`src/rtl/add_seq_64_pkg.sv`:
```
// rtl/add_seq_64_pkg.sv - shared types and constants for the sequential chunked adder
package add_seq_pkg;

    localparam int DEFAULT_WIDTH = 64;
    localparam int DEFAULT_CHUNK = 2;

    typedef enum logic [1:0] {
        IDLE = 2'd0,
        RUN  = 2'd1,
        DONE = 2'd2
    } state_t;

    // Index counters need at least one bit even when only one step exists.
    function automatic int clog2_min1(input int n);
        return (n <= 2) ? 1 : $clog2(n);
    endfunction

endpackage

```
`src/rtl/add_seq_64_if.sv`:
```
// rtl/add_seq_64_if.sv - operand/result handshake bundle for add_seq_64
interface add_seq_64_if
    import add_seq_pkg::*;
#(
    parameter int WIDTH = DEFAULT_WIDTH
);
    logic             in_valid;
    logic             in_ready;
    logic [WIDTH-1:0] in_a;
    logic [WIDTH-1:0] in_b;
    logic             in_cin;
    logic             out_valid;
    logic             out_ready;
    logic [WIDTH-1:0] out_sum;
    logic             out_cout;
    logic             out_ovf;
    logic             busy;

    modport master (
        output in_valid, in_a, in_b, in_cin, out_ready,
        input  in_ready, out_valid, out_sum, out_cout, out_ovf, busy
    );

    modport slave (
        input  in_valid, in_a, in_b, in_cin, out_ready,
        output in_ready, out_valid, out_sum, out_cout, out_ovf, busy
    );

endinterface

```
`src/rtl/add_seq_64_chunk_cla.sv`:
```
// rtl/add_seq_64_chunk_cla.sv - combinational CHUNK-bit carry look-ahead slice
module chunk_cla
    import add_seq_pkg::*;
#(
    parameter int CHUNK = DEFAULT_CHUNK
) (
    input  logic [CHUNK-1:0] i_a,
    input  logic [CHUNK-1:0] i_b,
    input  logic             i_cin,
    output logic [CHUNK-1:0] o_sum,
    output logic             o_cout
);

    logic [CHUNK-1:0] w_g;
    logic [CHUNK-1:0] w_p;
    logic [CHUNK:0]   w_c;
    logic             w_term;
    logic             w_prop;

    assign w_g = i_a & i_b;
    assign w_p = i_a ^ i_b;

    // Each carry is the flat OR of generate terms gated by the propagate chain below them.
    always_comb begin
        w_c    = '0;
        w_term = 1'b0;
        w_prop = 1'b0;
        w_c[0] = i_cin;
        for (int i = 0; i < CHUNK; i++) begin
            w_term = w_g[i];
            w_prop = w_p[i];
            for (int j = i - 1; j >= 0; j--) begin
                w_term = w_term | (w_prop & w_g[j]);
                w_prop = w_prop & w_p[j];
            end
            w_c[i+1] = w_term | (w_prop & i_cin);
        end
    end

    assign o_sum  = w_p ^ w_c[CHUNK-1:0];
    assign o_cout = w_c[CHUNK];

endmodule

```
`src/rtl/add_seq_64.sv`:
```
// rtl/add_seq_64.sv - WIDTH-bit adder computed one CHUNK slice per cycle, LSB first
module add_seq_64
    import add_seq_pkg::*;
#(
    parameter int WIDTH = DEFAULT_WIDTH,
    parameter int CHUNK = DEFAULT_CHUNK
) (
    input  logic         clk,
    input  logic         rst_n,
    add_seq_64_if.slave  bus
);

    localparam int N     = WIDTH / CHUNK;
    localparam int IDX_W = clog2_min1(N);
    localparam logic [IDX_W-1:0] LAST = IDX_W'(N - 1);

    if (WIDTH % CHUNK != 0) begin : g_bad_chunk
        $error("add_seq_64: WIDTH must be a multiple of CHUNK");
    end

    state_t             r_state;
    logic [IDX_W-1:0]   r_idx;
    logic               r_carry;
    logic [WIDTH-1:0]   r_a;
    logic [WIDTH-1:0]   r_b;
    logic [WIDTH-1:0]   r_sum;
    logic               r_cout;
    logic               r_ovf;
    logic               r_out_valid;
    logic               r_in_ready;
    logic               r_busy;

    logic [CHUNK-1:0]   w_a_slice;
    logic [CHUNK-1:0]   w_b_slice;
    logic [CHUNK-1:0]   w_slice_sum;
    logic               w_slice_cout;

    assign w_a_slice = r_a[r_idx*CHUNK +: CHUNK];
    assign w_b_slice = r_b[r_idx*CHUNK +: CHUNK];

    chunk_cla #(
        .CHUNK (CHUNK)
    ) u_cla (
        .i_a    (w_a_slice),
        .i_b    (w_b_slice),
        .i_cin  (r_carry),
        .o_sum  (w_slice_sum),
        .o_cout (w_slice_cout)
    );

    always_ff @(posedge clk or negedge rst_n) begin
        if (!rst_n) begin
            r_state     <= IDLE;
            r_idx       <= '0;
            r_carry     <= 1'b0;
            r_a         <= '0;
            r_b         <= '0;
            r_sum       <= '0;
            r_cout      <= 1'b0;
            r_ovf       <= 1'b0;
            r_out_valid <= 1'b0;
            r_in_ready  <= 1'b1;
            r_busy      <= 1'b0;
        end else begin
            case (r_state)
                IDLE: begin
                    if (bus.in_valid) begin
                        r_a        <= bus.in_a;
                        r_b        <= bus.in_b;
                        r_carry    <= bus.in_cin;
                        r_idx      <= '0;
                        r_sum      <= '0;
                        r_in_ready <= 1'b0;
                        r_busy     <= 1'b1;
                        r_state    <= RUN;
                    end
                end
                RUN: begin
                    r_sum[r_idx*CHUNK +: CHUNK] <= w_slice_sum;
                    r_carry                     <= w_slice_cout;
                    if (r_idx == LAST) begin
                        // The top slice result carries the final sum MSB.
                        r_idx       <= '0;
                        r_cout      <= w_slice_cout;
                        r_ovf       <= (r_a[WIDTH-1] == r_b[WIDTH-1]) &&
                                       (w_slice_sum[CHUNK-1] != r_a[WIDTH-1]);
                        r_out_valid <= 1'b1;
                        r_state     <= DONE;
                    end else begin
                        r_idx <= r_idx + 1'b1;
                    end
                end
                DONE: begin
                    if (bus.out_ready) begin
                        r_out_valid <= 1'b0;
                        r_in_ready  <= 1'b1;
                        r_busy      <= 1'b0;
                        r_state     <= IDLE;
                    end
                end
                default: begin
                    r_out_valid <= 1'b0;
                    r_in_ready  <= 1'b1;
                    r_busy      <= 1'b0;
                    r_state     <= IDLE;
                end
            endcase
        end
    end

    assign bus.in_ready  = r_in_ready;
    assign bus.out_valid = r_out_valid;
    assign bus.out_sum   = r_sum;
    assign bus.out_cout  = r_cout;
    assign bus.out_ovf   = r_ovf;
    assign bus.busy      = r_busy;

endmodule

```
`src/flat_wrapper.sv`:
```
// flat-port wrapper written by rule: the top's interface ports become plain ports
module add_seq_64_flat import add_seq_pkg::*;
#(
    parameter int WIDTH = DEFAULT_WIDTH,
    parameter int CHUNK = DEFAULT_CHUNK
)
  (clk, rst_n, bus_in_valid, bus_in_a, bus_in_b, bus_in_cin, bus_out_ready, bus_in_ready, bus_out_valid, bus_out_sum, bus_out_cout, bus_out_ovf, bus_busy);
  add_seq_64_if #(.WIDTH(WIDTH)) bus_i ();
  input  logic clk;
  input  logic rst_n;
  input wire logic [$bits(bus_i.in_valid)-1:0] bus_in_valid;
  input wire logic [$bits(bus_i.in_a)-1:0] bus_in_a;
  input wire logic [$bits(bus_i.in_b)-1:0] bus_in_b;
  input wire logic [$bits(bus_i.in_cin)-1:0] bus_in_cin;
  input wire logic [$bits(bus_i.out_ready)-1:0] bus_out_ready;
  output wire logic [$bits(bus_i.in_ready)-1:0] bus_in_ready;
  output wire logic [$bits(bus_i.out_valid)-1:0] bus_out_valid;
  output wire logic [$bits(bus_i.out_sum)-1:0] bus_out_sum;
  output wire logic [$bits(bus_i.out_cout)-1:0] bus_out_cout;
  output wire logic [$bits(bus_i.out_ovf)-1:0] bus_out_ovf;
  output wire logic [$bits(bus_i.busy)-1:0] bus_busy;
  assign bus_i.in_valid = bus_in_valid;
  assign bus_i.in_a = bus_in_a;
  assign bus_i.in_b = bus_in_b;
  assign bus_i.in_cin = bus_in_cin;
  assign bus_i.out_ready = bus_out_ready;
  assign bus_in_ready = bus_i.in_ready;
  assign bus_out_valid = bus_i.out_valid;
  assign bus_out_sum = bus_i.out_sum;
  assign bus_out_cout = bus_i.out_cout;
  assign bus_out_ovf = bus_i.out_ovf;
  assign bus_busy = bus_i.busy;
  add_seq_64 #(.WIDTH(WIDTH), .CHUNK(CHUNK)) u_core (.clk(clk), .rst_n(rst_n), .bus(bus_i));
endmodule
```
`config.mk`:
```
export PLATFORM = sky130hd
export DESIGN_NAME = add_seq_64_flat
export DESIGN_NICKNAME = d
export VERILOG_FILES = /design/src/rtl/add_seq_64_pkg.sv /design/src/rtl/add_seq_64_if.sv /design/src/rtl/add_seq_64_chunk_cla.sv /design/src/rtl/add_seq_64.sv /design/src/flat_wrapper.sv
export SDC_FILE = /design/constraint.sdc
export NUM_CORES = 1
export LEC_CHECK = 0
export CORE_MARGIN = 4
export CORE_UTILIZATION = 52
export DETAILED_ROUTE_END_ITERATION = 16
export GPL_ROUTABILITY_DRIVEN = 0
export GPL_TIMING_DRIVEN = 0
export PLACE_DENSITY = 0.87
export SYNTH_ARGS = -nofsm -noshare
export SYNTH_HDL_FRONTEND = slang
export SYNTH_SLANG_ARGS = --single-unit
```
`constraint.sdc`:
```
create_clock -name clk -period 4.4 [get_ports clk]
set_clock_uncertainty 0.2 [all_clocks]
set_input_delay 0.88 -clock clk [delete_from_list [all_inputs] [get_ports clk]]
set_output_delay 0.88 -clock clk [all_outputs]
set_load 0.005 [all_outputs]
```
After elaboration in Yosys (flattened, before gate mapping)
Index checks and enable logic that the tools add are counted.
- flip-flop bits (word level): 205
- output and inout port bits: 69
- word-level logic and storage cells: 66
- bits of input ports: 133
- equality and inequality tests: 8
- add/sub/neg operators: 2
- bitwise gates (word level): 12
- mux-type cells: 20
- shift operators: 4
- reduce and logical (&&, ||, !) cells: 9
- operators by type and width (cell ; count):
    64-bit case mux with 2 select lines ; 1
    64-bit by 7-bit variable part select with 2-bit output ; 2
    64-bit bitwise mux ; 1
    64-bit 2-to-1 mux ; 1
    2-bit by 34-bit variable shift with 64-bit output (first input constant) ; 1
    2-bit by 34-bit variable part select with 64-bit output ; 1
    6-bit negator with 34-bit output ; 1
    5-bit 2-to-1 mux ; 2
    5-bit case mux with 2 select lines ; 1
    1-bit case mux with 3 select lines ; 3
    3-bit AND reduction ; 3
    1-bit 2-to-1 mux ; 6
    2-bit 2-to-1 mux ; 3
    2-bit case mux with 3 select lines ; 1
    2-bit AND reduction ; 3
    5-bit by 1-bit adder with 5-bit output (second input constant) ; 1
    5-bit equality test (second input constant) ; 1
    1-bit bitwise AND ; 4
    2-bit != test (second input constant) ; 2
    2-bit bitwise XOR ; 2
    1-bit bitwise OR ; 3
    2-bit bitwise AND ; 1
    2-bit by 1-bit equality test with 1-bit output (second input constant) ; 1
    2-bit equality test (second input constant) ; 1
    other kinds (8) ; 9

Depth between registers and ports, before layout
Gate-level depths: netlist of the first run.
- depth in word-level cells: 8
- mapped depth: 14

Cells and area by module
From an unflattened synthesis of the first run, not the netlist that was laid out.
- cells, all modules: 1008
- area, all modules: 9587.9 um^2
- modules (own cells, without submodules) (module ; area an instance (um^2) ; times used ; cells each):
    add_seq_64 ; 9505.4 ; 1 ; 997
    chunk_cla ; 82.6 ; 1 ; 11

Worst setup path after synthesis of the first run
Ideal clock, no wire load.
- path type: reg-to-reg
- start point: register u_core.r_idx[0]
- end point: register u_core.r_sum[8], in the netlist u_core.bus.out_sum[8]
- clock period less this slack: 3.263 ns
- slack: 1.137 ns
- required time: 4.122 ns
- setup time: 0.078 ns
- arrival: 2.985 ns
- stages on the path, launching flop included: 13
- cell sequence: dfrtp_1 buf_6 nor2_2 clkbuf_1 a22oi_1 nand3_1 nand2_1 a211oi_1 fa_1 or3_1 or2_1 nor4_1 o21bai_1
- word-level cells in the longest chain between the ends: 8
- ends and longest elaborated chain (item ; line ; source):
    from (decl) ; add_seq_64.sv:22 ; logic [IDX_W-1:0] r_idx;
    from (signal assigned) ; add_seq_64.sv:90 ; r_idx <= r_idx + 1'b1;
    64-bit by 7-bit variable part select with 2-bit output, on equally long branches ; add_seq_64.sv:38, add_seq_64.sv:39 ;
    2-bit bitwise XOR ; add_seq_64_chunk_cla.sv:21 ; assign w_p = i_a ^ i_b;
    1-bit bitwise AND ; add_seq_64_chunk_cla.sv:36 ; w_c[i+1] = w_term | (w_prop & i_cin);
    1-bit bitwise OR ; add_seq_64_chunk_cla.sv:36 ;
    2-bit bitwise XOR ; add_seq_64_chunk_cla.sv:40 ; assign o_sum = w_p ^ w_c[CHUNK-1:0];
    2-bit by 34-bit variable part select with 64-bit output ; add_seq_64.sv:79 ; r_sum[r_idx*CHUNK +: CHUNK] <= w_slice_sum;
    64-bit bitwise mux * ; add_seq_64.sv:79 ;
    64-bit case mux with 2 select lines * ; add_seq_64.sv:65 ; case (r_state)
    to (signal, indexed assignment) ; add_seq_64.sv:79 ;
    to (decl) ; add_seq_64.sv:26 ; logic [WIDTH-1:0] r_sum;
Every way passes the cells marked *; elsewhere a longest branch is shown, timed or not.
A chain may end at the register's enable or synchronous reset.

Worst setup path after layout of the first run
Same ends and word-level chain as after synthesis.

==> results of run 1 <==
-- flip-flops by register name, indices dropped and copies added, names as in the netlist --
name and flops:
u_core.r_idx 5, u_core.bus.busy 1, u_core.r_carry 1, u_core.r_state 2, u_core.bus.out_ovf 1, u_core.bus.out_valid 1, u_core.r_a 64, u_core.r_b 64
u_core.bus.in_ready 1, u_core.bus.out_sum 64, u_core.bus.out_cout 1
-- critical path: cells and delay by family (launching register included) --
family,cells,cell delay [ns]
adder cells (fa/ha/maj),1,0.55
flip-flops,1,0.44
buffers and inverters,2,0.70
AO/OA/AOI/OAI,3,0.62
AND/OR/NAND/NOR,6,1.52
-- final timing paths --
path / from / cells past startpoint / endpoint
min in group clk: u_core.r_b[39]$_DFFE_PN0P_ / 2 / u_core.r_b[39]$_DFFE_PN0P_
max in group asynchronous: rst_n / 2 / u_core.r_a[42]$_DFFE_PN0P_
worst min-delay path: rst_n / 1 / u_core.bus.out_sum[16]$_DFFE_PN0P_
worst min register to register: u_core.r_b[39]$_DFFE_PN0P_ / 2 / u_core.r_b[39]$_DFFE_PN0P_
worst max-delay path: u_core.r_idx[0]$_DFFE_PN0P_ / 12 / u_core.bus.out_sum[8]$_DFFE_PN0P_
worst max register to register: u_core.r_idx[0]$_DFFE_PN0P_ / 12 / u_core.bus.out_sum[8]$_DFFE_PN0P_
-- cell usage in the layout (no fill, tap or decap), drive strengths merged, types with 2 or more instances in the layout --
cell | synthesis | final
nand2 | 448 | 448
dfrtp | 204 | 204
clkdlybuf4s50 | 0 | 200
mux2i | 72 | 72
clkbuf | 26 | 58
buf | 39 | 41
nor2 | 36 | 36
a22oi | 25 | 25
nand3 | 21 | 21
o21ai | 21 | 21
a32o | 18 | 18
o22ai | 16 | 16
a21oi | 11 | 11
nor2b | 10 | 10
o211ai | 10 | 10
ha | 9 | 9
nand2b | 7 | 7
a211oi | 7 | 7
a31oi | 7 | 7
nor3 | 7 | 7
and3 | 6 | 6
a22o | 6 | 6
inv | 6 | 6
o31ai | 6 | 6
or2 | 6 | 6
or3 | 4 | 4
clkinv | 0 | 4
nor4 | 4 | 4
xor2 | 3 | 3
and2 | 2 | 2
a221oi | 2 | 2
mux2 | 2 | 2
a211o | 2 | 2
nand4 | 2 | 2
nand3b | 2 | 2
a21o | 2 | 2
o21bai | 2 | 2
nor4b | 2 | 2
-- per-layer routing --
metal	up-vias	share of wire [%]	wire, µm	GRT usage [%]
met4	0	4.1	1190	11.4
met3	96	7.7	2250	4.46
li1	3999	-	-	-
met1	4210	40	11700	35.0
met5	-	0	0	0
met2	487	48	13900	44.5
-- cells by family after synthesis --
| group | Yosys count | share of synthesized area (%) |
|---|---|---|
| flip-flops | 205 | 52.5 |
| AND/OR/NAND/NOR | 559 | 23.8 |
| multiplexers | 74 | 7.61 |
| adder cells (fa/ha/maj) | 10 | 1.36 |
| AO/OA/AOI/OAI | 138 | 10.8 |
| buffers and inverters | 71 | 3.63 |
| XOR/XNOR | 3 | 0.269 |
-- metrics by stage --
| stage | instance area [µm²] | instances | hold WS (ns) |
|---|---|---|---|
| after floorplan | 9770 | 1060 | 0.238 |
| after global placement | 12100 | 1490 | 0.255 |
| after detailed placement | 12100 | 1491 | 0.262 |
| after CTS | 12800 | 1527 | 0.275 |
| after global routing | 12800 | 1527 | 0.290 |
| final | 12800 | 1527 | 0.231 |
-- power breakdown --
group / internal [µW] / total, µW / switching [µW]
Sequential: 2650 / 3120 / 471
Combinational: 1740 / 4440 / 2710
Clock: 999 / 1730 / 726
-- layout make-up --
type	count	area, µm²	area share [%]
well taps	229	287	2.25
clock buffers	32	639	5.01
plain buffers	65	332	2.60
multi-input cells	784	4280	33.6
repair buffers	202	2040	16.0
inverters	6	22.5	0.177
flip-flops and latches	205	5130	40.2
clock inverters	4	20.0	0.157
==> impl_metrics.toml, run 1 <==
[floorplan]
start_util_pct = 53.6
fp-row-count = 49
core_um2 = 18200
pin_count = 202
die_height_um = 145
dieWidth_um = 145
die_area_um2 = 21000

[grt]
grt_pass1_wl_um = 46400
grt_pass1_vias = 9026
antenna_found_initial = 0
overflow = 0
grt_max_degree = 111
grt_use_total_pct = 26.7

[sta]
fmax_mhz = 243
hold_violations = 0
fin_crit_ns = 4.12
finalSetupViolCount = 0
worst_slew_pin_slew_ns = 0.993
relSlewSlack_pct = 33.6
fin_ws_ns = 0.280
rsz0062_at_grt = "no"
period_share_pct = 93.6
tns_ns = 0
slew_viol_final = 0

[power_and_ir_drop]
power.density_nw_per_um2 = 728
peakVddDrop_uv = 412
p_leak_uw = 0.00604
power_uw = 9290

[drt]
finalWirelength_um = 29000
drt-pass1-iter-count = 7
vias_per_cell = 5.76
ant_nets = 0
wl_per_cell_um = 19.0
drt-initial-drc-count = 858
vias = 8792
route.detailed.drc = 0

[critical_path]
cpPeakStageDelay_ns = 0.55
crit_path_max_fanout = 10
critPathRequiredTime_ns = 4.62
cp_cell_sequence = "buf_6, nor2_2, clkbuf_1, a22oi_1, nand3_1, nand2_1, a211oi_1, fa_1, or3_1, or2_1, nor4_1, o21bai_1"
start_kind = "flop"
rrSetupSlack_ns = 0.28
crit_slowest_cell = "fa_1"
endpoint_kind = "flop"
critPathKind = "flop to flop"
arrival_ns = 4.34

[synthesis]
synth_warnings = 0
ys_ff_latch = 205
yosysMostFrequentCell = "nand2_1"
synth_top_area_cell = "dfrtp_1"
synth_common_cells = "447 x nand2_1, 204 x dfrtp_1, 72 x mux2i_1"
syn_inst = 1060
synth_nets = 1203
syn_area_um2 = 9770
synthTopCellsByArea = "dfrtp_1 52%, nand2_1 17%, mux2i_1 7.4%"
synth_seq_area_share_pct = 52.5
avgSynthCellArea_um2 = 9.21
synth_edf_count = 0
ys.flop_type = "dfrtp_1"
yosysUniqueCellTypes = 61
netlist.area_leader.share_pct = 52.3
synthArstFlopShare_pct = 100

[clock_tree]
clk_pin_slew_ns = 0.06
holdBufCountCts = 0
clk_path_buf_depth = 3
cts_tree = "built"
cts.sinks = 205
tritoncts.num_buffers = 22
clock_latency_ns = 0.51
h-tree-depth = 1
post_cts_buffers = 0
cts_root_buf = "clkbuf_16"
ctsResizeCount = 0

[placement]
dp_hpwl_um = 21200
pre_cts_ws_ns = 0.427
port_buffers = 201

[min_path]
min_path_type = "primary input to asynchronous set/reset pin"

[flow_run]
maxCapViolCount = 0

[final_layout]
insertedDiodeCount = 0
postLayoutCoreUtil_pct = 70.1
area_delta_synth_final_pct = 30.6
layout.nets = 1429
drive_gt1_share_pct = 7.63
fill_cells = 1344

[status]
status = "completed"
No activity file was read; power rests on OpenSTA's default activity.
==> run 2: changes to the inputs <==
- CTS_CLUSTER_DIAMETER: unset -> 80
==> results of run 2 <==
Same layout as run 1: the final DEF is identical, and so are final timing and power.
